`config.mk`:
```
export PLATFORM = sky130hd
export DESIGN_NAME = key_event_unit
export DESIGN_NICKNAME = d
export VERILOG_FILES = /design/src/rtl/key_event_unit.sv
export SDC_FILE = /design/constraint.sdc
export NUM_CORES = 1
export LEC_CHECK = 0
export CORE_UTILIZATION = 54
export DETAILED_ROUTE_END_ITERATION = 16
export GPL_TIMING_DRIVEN = 0
export PLACE_DENSITY = 0.81
export REMOVE_ABC_BUFFERS = 1
export SYNTH_ARGS = -nofsm -noshare
export SYNTH_HDL_FRONTEND = slang
export SYNTH_SLANG_ARGS = --single-unit
```
`constraint.sdc`:
```
create_clock -name sys_clk -period 2.29 [get_ports sys_clk]
set_clock_uncertainty 0.1 [all_clocks]
set_input_delay 0.5725 -clock sys_clk [delete_from_list [all_inputs] [get_ports sys_clk]]
set_output_delay 0.5725 -clock sys_clk [all_outputs]
set_load 0.005 [all_outputs]
```
`src/rtl/key_event_unit.sv`:
```
// key_event_unit: debounced multi-key input stage with press/release/long/repeat
// pulses and a small valid/ready event queue for downstream consumers.
module key_event_unit #(
    parameter int NUM_KEYS        = 3,
    parameter int DEBOUNCE_CYCLES = 4,
    parameter int LONG_CYCLES     = 64,
    parameter int REPEAT_CYCLES   = 16,
    parameter int ACTIVE_LOW      = 1,
    parameter int FIFO_DEPTH      = 4,
    localparam int KEY_W          = (NUM_KEYS > 1) ? $clog2(NUM_KEYS) : 1
) (
    input  logic                sys_clk,
    input  logic                sys_rst,
    input  logic [NUM_KEYS-1:0] key_raw,
    output logic [NUM_KEYS-1:0] key_level,
    output logic [NUM_KEYS-1:0] press_pulse,
    output logic [NUM_KEYS-1:0] release_pulse,
    output logic [NUM_KEYS-1:0] long_pulse,
    output logic                evt_valid,
    input  logic                evt_ready,
    output logic [KEY_W-1:0]    evt_key,
    output logic [1:0]          evt_type,
    output logic                evt_overflow
);

    localparam int DB_W   = $clog2(DEBOUNCE_CYCLES + 1);
    localparam int HOLD_W = $clog2(LONG_CYCLES + 1);
    localparam int REP_W  = (REPEAT_CYCLES > 0) ? $clog2(REPEAT_CYCLES + 1) : 1;
    localparam int PTR_W  = $clog2(FIFO_DEPTH);

    localparam logic [1:0] TYPE_PRESS   = 2'b00;
    localparam logic [1:0] TYPE_RELEASE = 2'b01;
    localparam logic [1:0] TYPE_LONG    = 2'b10;
    localparam logic [1:0] TYPE_REPEAT  = 2'b11;

    // Raw level that means "not pressed"; the synchroniser resets to it.
    localparam logic [NUM_KEYS-1:0] IDLE_RAW = (ACTIVE_LOW != 0) ? {NUM_KEYS{1'b1}} : '0;

    logic [NUM_KEYS-1:0] sync1, sync2;
    logic [NUM_KEYS-1:0] key_now;
    logic [NUM_KEYS-1:0] db_fire;
    logic [DB_W-1:0]     db_cnt   [NUM_KEYS];
    logic [HOLD_W-1:0]   hold_cnt [NUM_KEYS];
    logic [REP_W-1:0]    rep_cnt  [NUM_KEYS];
    logic [NUM_KEYS-1:0] long_evt, rep_evt;

    logic [NUM_KEYS-1:0] pend_press, pend_rel, pend_long, pend_rep;
    logic [NUM_KEYS-1:0] gnt_press, gnt_rel, gnt_long, gnt_rep;
    logic                arb_valid;
    logic [KEY_W-1:0]    arb_key;
    logic [1:0]          arb_type;
    logic                dropped;

    logic [KEY_W+1:0]    fifo_mem [FIFO_DEPTH];
    logic [PTR_W:0]      wr_ptr, rd_ptr;
    logic                fifo_full;
    logic                pop;
    logic [KEY_W+1:0]    head;

    // Two-flop synchroniser per key; reset loads the idle raw level.
    always_ff @(posedge sys_clk) begin
        if (sys_rst) begin
            sync1 <= IDLE_RAW;
            sync2 <= IDLE_RAW;
        end else begin
            sync1 <= key_raw;
            sync2 <= sync1;
        end
    end

    assign key_now = (ACTIVE_LOW != 0) ? ~sync2 : sync2;

    // A channel accepts a change on the edge its mismatch count would reach the limit.
    always_comb begin
        for (int k = 0; k < NUM_KEYS; k++) begin
            db_fire[k] = (key_now[k] != key_level[k]) &&
                         (db_cnt[k] == DB_W'(DEBOUNCE_CYCLES - 1));
        end
    end

    // Debounce counters, accepted level and press/release pulses.
    always_ff @(posedge sys_clk) begin
        if (sys_rst) begin
            key_level     <= '0;
            press_pulse   <= '0;
            release_pulse <= '0;
            for (int k = 0; k < NUM_KEYS; k++) db_cnt[k] <= '0;
        end else begin
            for (int k = 0; k < NUM_KEYS; k++) begin
                press_pulse[k]   <= 1'b0;
                release_pulse[k] <= 1'b0;
                if (db_fire[k]) begin
                    db_cnt[k]        <= '0;
                    key_level[k]     <= key_now[k];
                    press_pulse[k]   <= key_now[k];
                    release_pulse[k] <= ~key_now[k];
                end else if (key_now[k] != key_level[k]) begin
                    db_cnt[k] <= db_cnt[k] + 1'b1;
                end else begin
                    db_cnt[k] <= '0;
                end
            end
        end
    end

    // Hold counter saturates at LONG_CYCLES; the repeat counter then takes over.
    // A release edge wins over a long/repeat that would land on the same edge.
    always_ff @(posedge sys_clk) begin
        if (sys_rst) begin
            long_evt <= '0;
            rep_evt  <= '0;
            for (int k = 0; k < NUM_KEYS; k++) begin
                hold_cnt[k] <= '0;
                rep_cnt[k]  <= '0;
            end
        end else begin
            for (int k = 0; k < NUM_KEYS; k++) begin
                long_evt[k] <= 1'b0;
                rep_evt[k]  <= 1'b0;
                if (db_fire[k]) begin
                    hold_cnt[k] <= '0;
                    rep_cnt[k]  <= '0;
                end else if (key_level[k]) begin
                    if (hold_cnt[k] != HOLD_W'(LONG_CYCLES)) begin
                        hold_cnt[k] <= hold_cnt[k] + 1'b1;
                        long_evt[k] <= (hold_cnt[k] == HOLD_W'(LONG_CYCLES - 1));
                    end else if (REPEAT_CYCLES != 0) begin
                        if (rep_cnt[k] == REP_W'(REPEAT_CYCLES - 1)) begin
                            rep_cnt[k] <= '0;
                            rep_evt[k] <= 1'b1;
                        end else begin
                            rep_cnt[k] <= rep_cnt[k] + 1'b1;
                        end
                    end
                end
            end
        end
    end

    assign long_pulse = long_evt | rep_evt;

    // Pick one pending event: lowest channel, then press, long, repeat, release.
    // NOTE: every output of a combinational block gets a default first, otherwise paths that skip an assignment infer latches.
    always_comb begin
        gnt_press = '0;
        gnt_rel   = '0;
        gnt_long  = '0;
        gnt_rep   = '0;
        arb_valid = 1'b0;
        arb_key   = '0;
        arb_type  = TYPE_PRESS;
        if (!fifo_full) begin
            for (int k = 0; k < NUM_KEYS; k++) begin
                if (!arb_valid && (pend_press[k] | pend_long[k] | pend_rep[k] | pend_rel[k])) begin
                    // NOTE: blocking '=' here so later iterations see arb_valid already set; clocked blocks use '<=' only.
                    arb_valid = 1'b1;
                    arb_key   = KEY_W'(k);
                    if (pend_press[k]) begin
                        gnt_press[k] = 1'b1;
                        arb_type     = TYPE_PRESS;
                    end else if (pend_long[k]) begin
                        gnt_long[k] = 1'b1;
                        arb_type    = TYPE_LONG;
                    end else if (pend_rep[k]) begin
                        gnt_rep[k] = 1'b1;
                        arb_type   = TYPE_REPEAT;
                    end else begin
                        gnt_rel[k] = 1'b1;
                        arb_type   = TYPE_RELEASE;
                    end
                end
            end
        end
    end

    // A pulse arriving while its bit is still pending (and not granted now) is lost.
    assign dropped = |((press_pulse   & pend_press & ~gnt_press) |
                       (release_pulse & pend_rel   & ~gnt_rel)   |
                       (long_evt      & pend_long  & ~gnt_long)  |
                       (rep_evt       & pend_rep   & ~gnt_rep));

    // Pending bits per channel and type, plus the sticky overflow flag.
    always_ff @(posedge sys_clk) begin
        if (sys_rst) begin
            pend_press   <= '0;
            pend_rel     <= '0;
            pend_long    <= '0;
            pend_rep     <= '0;
            evt_overflow <= 1'b0;
        end else begin
            pend_press <= (pend_press & ~gnt_press) | press_pulse;
            pend_rel   <= (pend_rel   & ~gnt_rel)   | release_pulse;
            pend_long  <= (pend_long  & ~gnt_long)  | long_evt;
            pend_rep   <= (pend_rep   & ~gnt_rep)   | rep_evt;
            if (dropped) evt_overflow <= 1'b1;
        end
    end

    // Full is judged before any pop this cycle, so a pop never frees a slot early.
    assign fifo_full = (wr_ptr[PTR_W] != rd_ptr[PTR_W]) &&
                       (wr_ptr[PTR_W-1:0] == rd_ptr[PTR_W-1:0]);
    assign evt_valid = (wr_ptr != rd_ptr);
    assign pop       = evt_valid & evt_ready;

    // Queue pointers.
    always_ff @(posedge sys_clk) begin
        if (sys_rst) begin
            wr_ptr <= '0;
            rd_ptr <= '0;
        end else begin
            if (arb_valid) wr_ptr <= wr_ptr + 1'b1;
            if (pop)       rd_ptr <= rd_ptr + 1'b1;
        end
    end

    // Queue storage.
    // NOTE: storage is not reset; the pointers define which entries are meaningful.
    always_ff @(posedge sys_clk) begin
        if (arb_valid) fifo_mem[wr_ptr[PTR_W-1:0]] <= {arb_key, arb_type};
    end

    assign head     = fifo_mem[rd_ptr[PTR_W-1:0]];
    assign evt_key  = evt_valid ? head[KEY_W+1:2] : '0;
    assign evt_type = evt_valid ? head[1:0]       : 2'b00;

endmodule

```
== Word level (Yosys, flattened, before mapping) ==
Memory sizes are Yosys's and may differ from the RTL's. A register that Yosys moved wholly into a read port is not among the register bits.
Cells that the tools add are included.

* Magnitude comparators: 0
* Eq/ne operators: 18
* Multiplexer cells: 181
* Reduce and logical (&&, ||, !) cells: 15
* Div/mod/pow operators: 0
* Bitwise logic cells: 71
* Multipliers: 0
* Add/sub/neg operators: 11
* Shift-type cells: 0

{| class="wikitable"
|+ Operators by type and width
! operator !! number
|-
| 1-bit 2-to-1 mux || 134
|-
| 5-bit 2-to-1 mux || 9
|-
| 7-bit 2-to-1 mux || 6
|-
| 3-bit 2-to-1 mux || 13
|-
| 2-bit 2-to-1 mux || 19
|-
| 3-bit bitwise AND || 12
|-
| 1-bit OR || 33
|-
| 3-bit OR || 8
|-
| 7-bit by 1-bit adder with 7-bit output (second input constant) || 3
|-
| 7-bit by 6-bit equality test with 1-bit output (second input constant) || 3
|-
| 7-bit != test (second input constant) || 3
|-
| 3-bit by 1-bit adder with 3-bit output (second input constant) || 5
|-
| 5-bit by 1-bit adder with 5-bit output (second input constant) || 3
|-
| 5-bit by 4-bit equality test with 1-bit output (second input constant) || 3
|-
| 3-bit NOT || 5
|-
| 1-bit NOT || 12
|-
| 4-bit OR reduction || 3
|-
| 3-bit by 2-bit equality test with 1-bit output (second input constant) || 3
|-
| 1-bit logical AND || 6
|-
| 2-bit OR reduction || 3
|-
| 1-bit != test || 4
|-
| 3-bit != test || 1
|-
| 3-bit OR reduction || 1
|-
| 2-bit equality test || 1
|-
| other kinds (2) || 3
|}

* Register bits: 40
* Bits in writable memories: 61
* Latch bits: 0
* Input bits: 6
* ROM bits: 0
* Output and inout port bits: 18
* Memories kept: 4

{| class="wikitable"
|+ Memory list
! name !! depth !! bits a word !! rd ports !! clocked after Yosys merged registers in !! wr ports !! line !! RTL
|-
| hold_cnt || 3 || 7 || 3 || 0 || 3 || 43 || <nowiki>logic [HOLD_W-1:0] hold_cnt [NUM_KEYS];</nowiki>
|-
| fifo_mem || 4 || 4 || 1 || 1 || 1 || 54 || <nowiki>logic [KEY_W+1:0] fifo_mem [FIFO_DEPTH];</nowiki>
|-
| rep_cnt || 3 || 5 || 3 || 0 || 3 || 44 || <nowiki>logic [REP_W-1:0] rep_cnt [NUM_KEYS];</nowiki>
|-
| db_cnt || 3 || 3 || 3 || 0 || 3 || 42 || <nowiki>logic [DB_W-1:0] db_cnt [NUM_KEYS];</nowiki>
|}

== Depth between registers and ports, before layout ==
* Word-level depth: 19
* Depth in mapped cells: 7

== Worst setup path before layout ==
Ideal clock, no wire load.

* Path type: register -> register
* From: register pend_press[1]
* To: register evt_overflow
* Path slack: 166 ps
* Setup time: 139 ps
* Stages on the path, launching flop included: 7
* Data required time: 2051 ps
* Data arrival time: 1886 ps
* Cell sequence: dfxtp_1 > buf_6 > or4_4 > a311o_1 > or3_1 > a32oi_1 > a41oi_1

* Word-level cells in the longest chain between the ends: 16
* Elaborated cells on any way between the ends: 37
* Classes of those cells: mux: 18; bitwise: 15; reduce/logical: 4

{| class="wikitable"
|+ Ends and longest elaborated chain
! item !! line !! RTL
|-
| start: declaration || 47 || <nowiki>logic [NUM_KEYS-1:0] pend_press, pend_rel, pend_long, pend_rep;</nowiki>
|-
| start signal: assignment || 191 || <nowiki>pend_press <= (pend_press & ~gnt_press) | press_pulse;</nowiki>
|-
| 1-bit OR (3 in series) || 154 || <nowiki>if (!arb_valid && (pend_press[k] | pend_long[k] | pend_rep[k] | pend_rel[k])) begin</nowiki>
|-
| 1-bit logical AND || 154 ||
|-
| 1-bit 2-to-1 mux || 154 ||
|-
| 1-bit 2-to-1 mux || 152 || <nowiki>if (!fifo_full) begin</nowiki>
|-
| 1-bit zero test || 154 ||
|-
| 1-bit logical AND || 154 ||
|-
| 1-bit 2-to-1 mux || 154 ||
|-
| 3-bit 2-to-1 mux || 152 ||
|-
| 3-bit NOT (on tied branches) || 177, 178 ||
|-
| 3-bit bitwise AND (on tied branches) || 177, 178 ||
|-
| 3-bit OR || 177 || <nowiki>assign dropped = |((press_pulse & pend_press & ~gnt_press) |</nowiki>
|-
| 3-bit OR || 178 || <nowiki>(release_pulse & pend_rel & ~gnt_rel) |</nowiki>
|-
| 3-bit OR (*) || 179 || <nowiki>(long_evt & pend_long & ~gnt_long) |</nowiki>
|-
| 3-bit OR reduction (*) || 177 ||
|-
| end signal: assignment || 189 || <nowiki>evt_overflow <= 1'b0;</nowiki>
|-
| end signal: assignment || 195 || <nowiki>if (dropped) evt_overflow <= 1'b1;</nowiki>
|-
| end: declaration || 23 || <nowiki>output logic evt_overflow</nowiki>
|}

Mark *: on every way between the ends. The rest lies on a longest branch, timed or not. The select of a mux whose other input is x is not followed.
A chain may end at the register's enable or synchronous reset.

==> summary.md <==
| Metric | Value |
|---|---|
| Antenna Cells | 0 |
| Commonest non-fill, non-tap cell in the layout | nor2_1 |
| Reg2Reg Setup Slack | 0.04 ns |
| Crit-path max cell delay | about 0.48 ns |
| Starting density of the core | 0.567 |
| DR top layer | met4 |
| Worst skew pair latency | 0.37 ns |
| R2r worst-path depth | 5 |
| Die X | 95.6 um |
| Final worst path period need | ~2.3 ns |
| Peak supply drop | ~0.37 mV |
| CP Data Required Time | 1.62 ns |
| Setup WS post-layout | 0.00723 ns |
| Antenna Nets Post-Route | 0 |
| Routed wl met2 | 4210 um |
| Crit. End Element | output port |
| Layout cell share with drive strength beyond 1 | 0.156 |
| Post-DP HPWL | around 5600 um |
| Depth of the CTS H-tree | 3 |
| Hold Crit Depth | 1 |
| Die span in y | 95.6 um |
| Site row count | 33 |
| Die Area | 9130 um^2 |
| Via/cell ratio | 5.38 |
| Critical path class | register to output port |
| CTS max path bufs | 2 |
| Hold Path Sink | sync2[0]$_SDFF_PP1_ |
| R2R Path Start | pend_press[0]$_SDFF_PP0_ |
| Dpl ws | -0.880 ns |
| Max_cap viols | 0 |
| Yosys Warn Count | 0 |
| Outcome | finished clean |
| Clk slew on worst S/H paths | 0.10 ns |
| Slew HR | 0.472 |
| Initial antenna violation count | 0 |
| Slew @ Worst Pin | 0.792 ns |
| Static leakage | 2.20 nW |
| Tot GR Track Use | 0.206 |
| Min-Delay Path Class | register to register |
| I/O pin count | 24 |
| CP Launch Type | register |
| Crit path max-delay family | multiplexers |
| Vias in the first global route | between 3000 and 4000 |
| Min Hold Slack | 0.315 ns |
| Syn avg cell area | 10.7 um^2 |
| RSZ-0062 raised after global routing | yes |
| F_max | 438 MHz |
| Post-synthesis sequential area ratio | 0.565 |
| DRT Pass-1 Iters | 4 |
| Predominant post-synthesis flop cell | edfxtp_1 |
| Final #Nets | 524 |
| Final number of hold-violating endpoints | 0 |
| Yosys cell types | 43 |
| Power per Cell Area | ~620 nW/um^2 |
| Metal-1 WL | about 3800 um |
| CP cell instances | buf_6 > mux4_2 > and2_4 > buf_6 |
| Cts bufs inserted | 9 |
| Met3 wire length | 291 um |
| Commonest cells after routing, fill and taps aside | nor2_1 (79), edfxtp_1 (61), inv_1 (32), dfxtp_1 (32), ha_1 (23) |
| Syn Std Cell Area | 4730 um^2 |
| Area growth syn-to-layout | 17.9% |
| Seq cells post-synth | approximately 100 |
| Detailed Route Iter0 Violations | 191 |
| Wire per inst | 13.9 um |
| Worst Path Max Fanout | 4 |
| Grt ovf | 0 |
| Fill count | 652 |
| Most numerous cell on the critical path | buf_6 |
| CTS tree | yes |
| Post-CTS Hold Buffers | 0 |
| Slowest-stage cell, CP | mux4_2 |
| Setup violators final | 0 |
| CP Buf/Inv Count | 2 |
| Root Driver | clkbuf_8 |
| Clock net sink count | 103 |
| Power consumption | 3.48 mW |
| Data arrival, critical path | 1.61 ns |
| Asr flop ratio synth | 0 |
| Core footprint | 8340 um^2 |
| Gate Count Post-Synth | 442 |
| Residual DRC | 0 |
| Routed wire length | 8410 um |
| First-pass GRT wire length | 14400 um |
| Post-synth EDFFs | 61 |
| Worst Hold Launch | sync1[0]$_SDFF_PP1_ |
| Port Buffer Count | 23 |
| Largest net degree at the start of global routing | 43 |
| Slew Limit Fails | 0 |
| Routability cong. | between 0.7 and 0.8 |
| Fin crit share | 0.997 |
| R2R Path End | evt_overflow$_SDFFE_PP0P_ |
| Vias | 3253 |
## registers in the layout, indices dropped and copies added, names as in the netlist, 9 cells and up, named ones only
register	count
hold_cnt	21
db_cnt	9
fifo_mem	16
rep_cnt	15
## per-layer routing
layer  GRT usage  vias up
met2       0.348       63
met1       0.258     1531
met4      0.0808        0
met3      0.0439       12
met5           0        -
li1            -     1647
## timing repair
action                                  4_1_cts  5_1_grt
buffers inserted                             18        3
endpoints found under the setup margin       98       11
pin swaps                                     9        5
gates cloned                                  0        0
gates resized for setup                      38       14
## worst reg2reg max path, cell delays in order, from the launching register on
cell     delay, ns
dfxtp_2       0.36
or4_4         0.56
a311o_1       0.38
or3_1         0.34
a32oi_1       0.20
a41oi_1       0.15
## power by group
| group | internal (mW) | switching (mW) |
|---|---|---|
| combinational | 0.0599 | 0.0708 |
| clock | 0.725 | 0.601 |
| sequential | 1.99 | 0.0310 |
| total | 2.77 | 0.702 |
## stage by stage
stage / cells / TNS [ns] / instance area (um^2) / util
4_1_cts: 603 / -0.00310 / 5520 / 0.662
6_report: 605 / 0 / 5570 / 0.668
3_3_place_gp: 569 / -53.77 / 5080 / 0.609
2_1_floorplan: 441 / 0 / 4720 / -
3_5_place_dp: 569 / -62.81 / 5080 / 0.609
5_1_grt: 605 / -0.133 / 5570 / 0.668
## final cells by class
type / instances / area, um^2 / area share
repair buffers: 43 / 394 / 0.0707
inverters: 32 / 120 / 0.0216
multi-input cells: 306 / 2000 / 0.359
clock inverters: 6 / 109 / 0.0195
well taps: 105 / 131 / 0.0236
clock buffers: 10 / 128 / 0.0229
flip-flops and latches: 103 / 2690 / 0.483
## worst max-delay path by stage
stage,endpoint,slack (ns),startpoint,cells after the start
floorplan,evt_overflow$_SDFFE_PP0P_,0.20,pend_press[1]$_SDFF_PP0_,5
global placement,long_evt[2]$_SDFF_PP0_,-0.79,sys_rst,5
detailed placement,rep_cnt[1][2]$_SDFFCE_PN0P_,-0.88,sys_rst,4
CTS,evt_key[1],-0.003,register,4
global route,evt_key[0],-0.05,register,4
finish,evt_key[0],0.007,register,4
## Yosys cell counts (4+ instances only)
| master | instances | area share |
|---|---|---|
| nor2_1 | 79 | 0.063 |
| edfxtp_1 | 61 | 0.39 |
| dfxtp_1 | 42 | 0.18 |
| inv_1 | 32 | 0.025 |
| ha_1 | 23 | 0.061 |
| nand3_1 | 22 | 0.023 |
| a21oi_1 | 19 | 0.020 |
| nand2_1 | 17 | 0.013 |
| xnor2_1 | 14 | 0.026 |
| xor2_1 | 12 | 0.022 |
| nor3_1 | 11 | 0.012 |
| or2_2 | 11 | 0.015 |
| and3_1 | 10 | 0.013 |
| o21ai_0 | 10 | 0.011 |
| and2_1 | 9 | 0.012 |
| nand2b_1 | 9 | 0.012 |
| clkbuf_1 | 7 | 0.0056 |
| nor4_1 | 7 | 0.0093 |
| a221o_1 | 6 | 0.013 |
| mux4_2 | 4 | 0.019 |
| or3_1 | 4 | 0.0053 |
## cell families after synthesis
logic type | Yosys count | synth area share
XOR/XNOR | 26 | 0.0482
adder cells (fa/ha/maj) | 23 | 0.0609
AO/OA/AOI/OAI | 50 | 0.0688
AND/OR/NAND/NOR | 192 | 0.199
other | 1 | 0.000793
multiplexers | 6 | 0.0233
flip-flops | 103 | 0.565
buffers and inverters | 41 | 0.0341
(Power assumes the default switching activity.)
